**config.mk**
```make
export PLATFORM = sky130hd
export DESIGN_NAME = mdu_hilo_ctrl
export DESIGN_NICKNAME = d
export VERILOG_FILES = /design/src/rtl/mdu_hilo_ctrl.sv
export SDC_FILE = /design/constraint.sdc
export NUM_CORES = 1
export LEC_CHECK = 0
export ABC_AREA = 0
export CAP_MARGIN = 20
export CORE_MARGIN = 1.5
export CORE_UTILIZATION = 48
export DETAILED_ROUTE_END_ITERATION = 8
export PLACE_DENSITY_LB_ADDON = 0.08
export SYNTH_ARGS = -nofsm -noshare
export SYNTH_HDL_FRONTEND = slang
export SYNTH_SLANG_ARGS = --single-unit
export TNS_END_PERCENT = 10
```
**constraint.sdc**
```tcl
create_clock -name clk -period 6.48 [get_ports clk]
set_clock_uncertainty 0.15 [all_clocks]
set_input_delay 0.972 -clock clk [delete_from_list [all_inputs] [get_ports clk]]
set_output_delay 0.972 -clock clk [all_outputs]
set_load 0.02 [all_outputs]
```
**src/rtl/mdu_hilo_ctrl.sv**
```systemverilog
// MIPS32 EX-stage multiply controller and HI/LO register file: issues MULT/MULTU to an
// external multi-cycle multiplier, holds the pipeline while it runs, and applies MTHI/MTLO in one cycle.
module mdu_hilo_ctrl #(
    parameter int unsigned TIMEOUT = 15
) (
    input  logic        clk,
    input  logic        rst,
    input  logic        op_valid,
    input  logic [1:0]  op,
    input  logic [31:0] rs_val,
    input  logic [31:0] rt_val,
    input  logic        flush,
    output logic        stall,
    output logic [31:0] hi,
    output logic [31:0] lo,
    output logic        timeout,
    output logic        mul_start,
    output logic [31:0] mul_a,
    output logic [31:0] mul_b,
    output logic        mul_sign_diff,
    input  logic        mul_finish,
    input  logic [63:0] mul_result
);

    typedef enum logic [1:0] {
        IDLE  = 2'd0,
        ISSUE = 2'd1,
        WAIT  = 2'd2
    } state_t;

    localparam logic [1:0] OP_MULT  = 2'b00;
    localparam logic [1:0] OP_MULTU = 2'b01;
    localparam logic [1:0] OP_MTHI  = 2'b10;
    localparam logic [1:0] OP_MTLO  = 2'b11;

    // Last WAIT cycle index; the counter is cleared in ISSUE so WAIT lasts TIMEOUT cycles at most.
    localparam logic [3:0] CNT_LAST = 4'(TIMEOUT - 1);

    state_t      state_q, state_d;
    logic [31:0] hi_q, hi_d;
    logic [31:0] lo_q, lo_d;
    logic [31:0] a_q, a_d;
    logic [31:0] b_q, b_d;
    logic        sd_q, sd_d;
    logic        drop_q, drop_d;
    logic        to_q, to_d;
    logic [3:0]  cnt_q, cnt_d;

    logic [31:0] rs_mag;
    logic [31:0] rt_mag;

    // Two's-complement negate; 0x80000000 maps to itself, which is the right unsigned magnitude.
    assign rs_mag = rs_val[31] ? (~rs_val + 32'd1) : rs_val;
    assign rt_mag = rt_val[31] ? (~rt_val + 32'd1) : rt_val;

    always_comb begin
        state_d = state_q;
        hi_d    = hi_q;
        lo_d    = lo_q;
        a_d     = a_q;
        b_d     = b_q;
        sd_d    = sd_q;
        drop_d  = drop_q;
        to_d    = to_q;
        cnt_d   = cnt_q;

        unique case (state_q)
            IDLE: begin
                if (op_valid) begin
                    unique case (op)
                        OP_MULT: begin
                            a_d     = rs_mag;
                            b_d     = rt_mag;
                            sd_d    = rs_val[31] ^ rt_val[31];
                            state_d = ISSUE;
                        end
                        OP_MULTU: begin
                            a_d     = rs_val;
                            b_d     = rt_val;
                            sd_d    = 1'b0;
                            state_d = ISSUE;
                        end
                        OP_MTHI: hi_d = rs_val;
                        OP_MTLO: lo_d = rs_val;
                    endcase
                end
            end

            ISSUE: begin
                cnt_d   = 4'd0;
                drop_d  = flush;
                state_d = WAIT;
            end

            WAIT: begin
                cnt_d = cnt_q + 4'd1;
                if (flush) begin
                    drop_d = 1'b1;
                end
                // The multiplier cannot be aborted, so a flushed result is still awaited, just not written.
                if (mul_finish) begin
                    if (!(drop_q || flush)) begin
                        {hi_d, lo_d} = mul_result;
                    end
                    state_d = IDLE;
                end else if (cnt_q == CNT_LAST) begin
                    to_d    = 1'b1;
                    state_d = IDLE;
                end
            end

            default: state_d = IDLE;
        endcase
    end

    always_ff @(posedge clk) begin
        if (rst) begin
            state_q <= IDLE;
            hi_q    <= 32'd0;
            lo_q    <= 32'd0;
            a_q     <= 32'd0;
            b_q     <= 32'd0;
            sd_q    <= 1'b0;
            drop_q  <= 1'b0;
            to_q    <= 1'b0;
            cnt_q   <= 4'd0;
        end else begin
            state_q <= state_d;
            hi_q    <= hi_d;
            lo_q    <= lo_d;
            a_q     <= a_d;
            b_q     <= b_d;
            sd_q    <= sd_d;
            drop_q  <= drop_d;
            to_q    <= to_d;
            cnt_q   <= cnt_d;
        end
    end

    assign stall         = (state_q != IDLE);
    assign mul_start     = (state_q == ISSUE);
    assign hi            = hi_q;
    assign lo            = lo_q;
    assign timeout       = to_q;
    assign mul_a         = a_q;
    assign mul_b         = b_q;
    assign mul_sign_diff = sd_q;

endmodule
```
Word level (Yosys, flattened, before mapping)
Cells that the tools add are included.
Widths: inputs -> output; s select.
{ "word_totals": {"elab_cells": 67, "inputBits": 135, "ff_bits": 137, "out_inout_bits": 132} }
{ "op_classes": {"n_reduce_logical": 14, "addsub": 3, "n_bitwise": 4, "eq_ne": 14, "n_mux": 23} }
{ "ops": {"columns": ["op", "count"], "rows": [
  ["$mux 32", 10],
  ["$pmux 32 s2", 4],
  ["$add 32x1->32 const B", 2],
  ["$not 32->32", 2],
  ["$ne 2x2->1 const B", 5],
  ["$reduce_and 5->1", 2],
  ["$reduce_and 3->1", 3],
  ["$mux 2", 4],
  ["$pmux 4 s2", 1],
  ["$reduce_bool 2->1", 4],
  ["$eq 2x2->1 const B", 3],
  ["$pmux 2 s3", 1],
  ["$add 4x1->4 const B", 1],
  ["$eq 2x1->1 const B", 2],
  ["$eq 4x4->1 const B", 1],
  ["$logic_not 2->1", 2],
  ["$ne 2x1->1 const B", 2],
  ["$pmux 1 s2", 2],
  ["$ne 3x3->1 const B", 1],
  ["$reduce_and 2->1", 1],
  ["$reduce_or 2->1", 1],
  ["$logic_or 1x1->1", 1],
  ["$mux 1", 1],
  ["$not 1->1", 1],
  ["$xor 1x1->1", 1]
]} }

Logic depth before layout (Yosys ltp)
{ "depth": {"ltp_word": 5, "ltp_mapped": 9, "depth_no_buf": 7} }

Least setup slack after synthesis
No wires, ideal clock.
{ "synth_timing": {"path_type": "input-to-reg", "startpoint": "input port rs_val[6]", "endpoint": "register a_q[11] (netlist: mul_a[11])", "path_buffers": 0, "setup_time_ps": 86, "slack_ps": 3663, "cell_stages": 5, "arrival_time_ps": 2581, "cell_sequence": "or4_1 > or3_1 > o41ai_1 > xor2_1 > a211oi_1"} }
{ "synth_between": {"elab_chain_cells": 4} }
{ "synth_lines": {"columns": ["item", "line", "rtl"], "rows": [
  ["from (decl)", "10", "input logic [31:0] rs_val,"],
  ["$not 32->32", "53", "assign rs_mag = rs_val[31] ? (~rs_val + 32'd1) : rs_val;"],
  ["$add 32x1->32", "53", null],
  ["$mux 32", "53", null],
  ["$pmux 32 s2", "70", "unique case (op)"],
  ["to (signal assigned)", "121", "a_q <= 32'd0;"],
  ["to (signal assigned)", "131", "a_q <= a_d;"],
  ["to (decl)", "42", "logic [31:0] a_q, a_d;"]
]} }
No other way between the ends.
A chain may end at the register's enable or synchronous reset.

Worst setup path in the final report
{ "layout_timing": {"startpoint": "input port rt_val[8]", "endpoint": "register b_q[28] (netlist: mul_b[28])"} }
{ "layout_between": {"elab_chain_cells": 4} }
{ "layout_lines": {"columns": ["item", "line", "rtl"], "rows": [
  ["from (decl)", "11", "input logic [31:0] rt_val,"],
  ["$not 32->32", "54", "assign rt_mag = rt_val[31] ? (~rt_val + 32'd1) : rt_val;"],
  ["$add 32x1->32", "54", null],
  ["$mux 32", "54", null],
  ["$pmux 32 s2", "70", null],
  ["to (signal assigned)", "122", "b_q <= 32'd0;"],
  ["to (signal assigned)", "132", "b_q <= b_d;"],
  ["to (decl)", "43", "logic [31:0] b_q, b_d;"]
]} }
No other way between the ends.

==> qor.txt <==
Run status -> finished clean
DRC violation total after the first TritonRoute iteration -> 544
Vias per std cell -> 5.66
Hold Crit Start -> mul_a[0]
Source of the critical timing path -> rt_val[8]
Total Negative Setup Slacks -> 0 ps
Layout Utilization -> 0.732
Boundary pin count -> 267
Flip-flop and latch count after synthesis -> 137
Endpoint class of the critical path -> register
Global-route usage over all layers -> 0.289
Total gr overflow -> 0
Average detailed-routed wire length per instance -> 17.8 µm
Final wirelength -> 22,500 µm
Number of distinct library cell variants in the gate-level netlist after synthesis -> 52
EDFF count, synth -> 0
Area share of and/or/nand/nor cells after synthesis -> 0.245
Number of nets in the layout -> 1,217
Switching power total -> 0.909 mW
Max-Slew Margin vs Limit -> 0.286
Vias -> 7,165
Post-route clock period utilization -> 0.503
Worst hold slack -> 304 ps
Port buffer count -> 266
TritonCTS Buffers -> 17
Critical path launch point type -> input pin
Leakage power -> 3.56 nW
Max-slew violations -> 0
Clock-pin slew of the registers on the worst-case setup and hold paths -> 60 ps
Effective utilization at floorplan -> 0.497
Multiplexer share of the synthesized area -> 0.00432
Clock root buffer master -> clkbuf_16
Tightest Pin Transition -> 1070 ps
Fraction of the yosys area taken by sequential cells -> 0.395
Hold buffer count at cts -> 0
Power per Cell Area -> 276 mW/mm²
Compound-Gate Fraction of Synth Area -> 0.241
Total Die Area -> 0.0152 mm²
Share of synthesized registers carrying an async set or reset -> 0
Detailed Place HPWL -> 16,000 µm
DR pass1 iterations -> 5
Height of the chip -> 123 µm
Final hold violations -> 0
Critical Path AT -> 3480 ps
Largest net degree at the start of global routing -> 105
Die Span X -> 123 µm
Net count after synthesis -> 992
Top FF cell, synth -> dfxtp_1
Buffers inserted by post-CTS timing repair -> 0
Maximum resistive drop on vdd -> 0.232 mV
Most frequent cells in the layout -> 265 x clkdlybuf4s50_1, 140 x nor2_1, 137 x dfxtp_1
Number of antenna violations at the first check in global routing -> 0
Wire length of the first global-routing pass -> 33,600 µm
Number of global-route vias before repair -> 6,376
Max-cap violations -> 0
Std-Cell Core Area -> 0.0140 mm²
Share of cells above drive strength 1 -> 0.0460
Kind of path behind the tightest hold check -> reg -> reg
Int Power -> 1.92 mW
Area of the mapped netlist -> 0.00695 mm²
Most frequent standard cell in the layout excluding fill and tap cells -> clkdlybuf4s50_1
Switching power share of the total -> 0.321
Clock period minus final worst setup slack -> 3260 ps
Cts repair resizes -> 0
RePlAce Congestion -> 0.878
Largest family of logic cells by synthesized area -> simple AND/OR/NAND/NOR gates
Parity-gate share of the synthesized area counting xor and xnor cells -> 0.0542
Number of nets with antenna violations after routing -> 0
Reg power frac -> 0.353
Diodes inserted -> 0
Largest driver fanout on the critical path -> 11
Fraction of power consumed by combinational cells -> 0.307
Warnings from Yosys -> 0
# setup viols final -> 0
Unrepaired setup endpoints after global routing -> no
Signed area change from the synthesized netlist to the final layout -> 47.4%
Synthesized-area fraction occupied by adder cells -> 0.0144
Clock tree from TritonCTS -> done
Num rows -> 43
Endpoint required time on the critical path -> 6700 ps
Clock network fraction of design power -> 0.339
Mean area per synthesized cell -> 8.18 µm²
Clk buf depth -> 2
Clk Latency, worst-skew pair -> 420 ps
Residual DRC count -> 0
Total number of clock tree sinks -> 137
H-tree Lvls -> 4
Worst flop-to-flop path startpoint -> state_q[0]
Maximum clock frequency -> 307 MHz
Cell count after synthesis -> 849
Type of the worst setup path -> in -> reg
==> cells in the mapped netlist, types with 8 or more instances <==
| master | n | area, µm² |
|---|---|---|
| xnor2_1 | 22 | 193 |
| a31oi_1 | 12 | 75.1 |
| clkbuf_1 | 63 | 236 |
| a21oi_1 | 84 | 420 |
| xor2_1 | 21 | 184 |
| nor3_1 | 19 | 95.1 |
| a41oi_1 | 9 | 78.8 |
| a211oi_1 | 103 | 773 |
| nand3_1 | 13 | 65.1 |
| nor2_1 | 140 | 526 |
| nor3b_1 | 12 | 90.1 |
| or4_1 | 10 | 75.1 |
| a211o_1 | 9 | 78.8 |
| ha_1 | 8 | 100 |
| dfxtp_1 | 137 | 2740 |
| o21ai_0 | 15 | 75.1 |
| inv_1 | 17 | 63.8 |
| nor2b_1 | 31 | 194 |
| nor4_1 | 12 | 75.1 |
| nand2_1 | 33 | 124 |
==> final cells by class <==
type | instances | area, µm²
Timing Repair Buffer | 272 | 2710
Fill cell | 1141 | 3750
Sequential cell | 137 | 2740
Tap cell | 180 | 225
Inverter | 17 | 63.8
Clock buffer | 22 | 464
Multi-Input combinational cell | 629 | 3920
Clock inverter | 10 | 119
==> sequential cells by signal (all words and copies together), names as in the netlist <==
signal         count
mul_sign_diff      1
cnt_q              4
drop_q             1
lo                32
timeout            1
state_q            2
mul_b             32
mul_a             32
hi                32
==> worst paths after layout <==
path / to / slack, ps / cells past startpoint
setup / recovery: mul_b[28] / 3220 / 6
hold reg to reg: mul_a[0] / 300 / 2
hold / removal: mul_a[0] / 300 / 2
setup reg to reg: mul_a[17] / 3780 / 7
==> worst max-delay path, stage by stage <==
cell and delay (ps):
clkdlybuf4s50_1 500, or4_4 570, nor4b_4 690, a41oi_1 270
nor4b_1 330, a211o_1 150
==> power by group through the flow <==
stage | clock [mW] | combinational (mW) | sequential [mW]
2_1_floorplan | 0 | 0.357 | 1.13
5_1_grt | 1.00 | 0.937 | 1.01
6_report | 0.959 | 0.870 | 0.999
4_1_cts | 0.973 | 0.870 | 0.999
3_3_place_gp | 0 | 0.854 | 1.01
3_5_place_dp | 0 | 0.861 | 1.02
==> layer usage <==
metal | wire, µm | global-route usage | share of wire | up-vias
met5 | 0 | 0 | 0 | -
met4 | 676 | 0.114 | 0.030 | 0
met3 | 1930 | 0.0932 | 0.086 | 44
met2 | 11000 | 0.480 | 0.49 | 265
met1 | 8970 | 0.346 | 0.40 | 3280
li1 | - | - | - | 3576
==> cells by family (layout without fill, tap and decap cells) <==
group | after synthesis | count (layout)
AOI/OAI and AO/OA | 253 | 253
xor gates and xnor gates | 43 | 43
adders and majority gates | 8 | 8
buffers and inverters | 83 | 321
DFF | 137 | 137
muxes | 3 | 3
and+or+nand+nor | 322 | 322
==> metrics by stage <==
stage | instances | cell area [µm²] | worst slack (ps) | total power, mW
floorplan | 849 | 6950 | 3660 | 1.48
global placement | 1235 | 9660 | 2900 | 1.87
detailed placement | 1235 | 9660 | 2860 | 1.88
CTS | 1267 | 10200 | 3290 | 2.84
global route | 1267 | 10200 | 3120 | 2.95
finish | 1267 | 10200 | 3220 | 2.83
No activity file was read; power rests on OpenSTA's default activity.
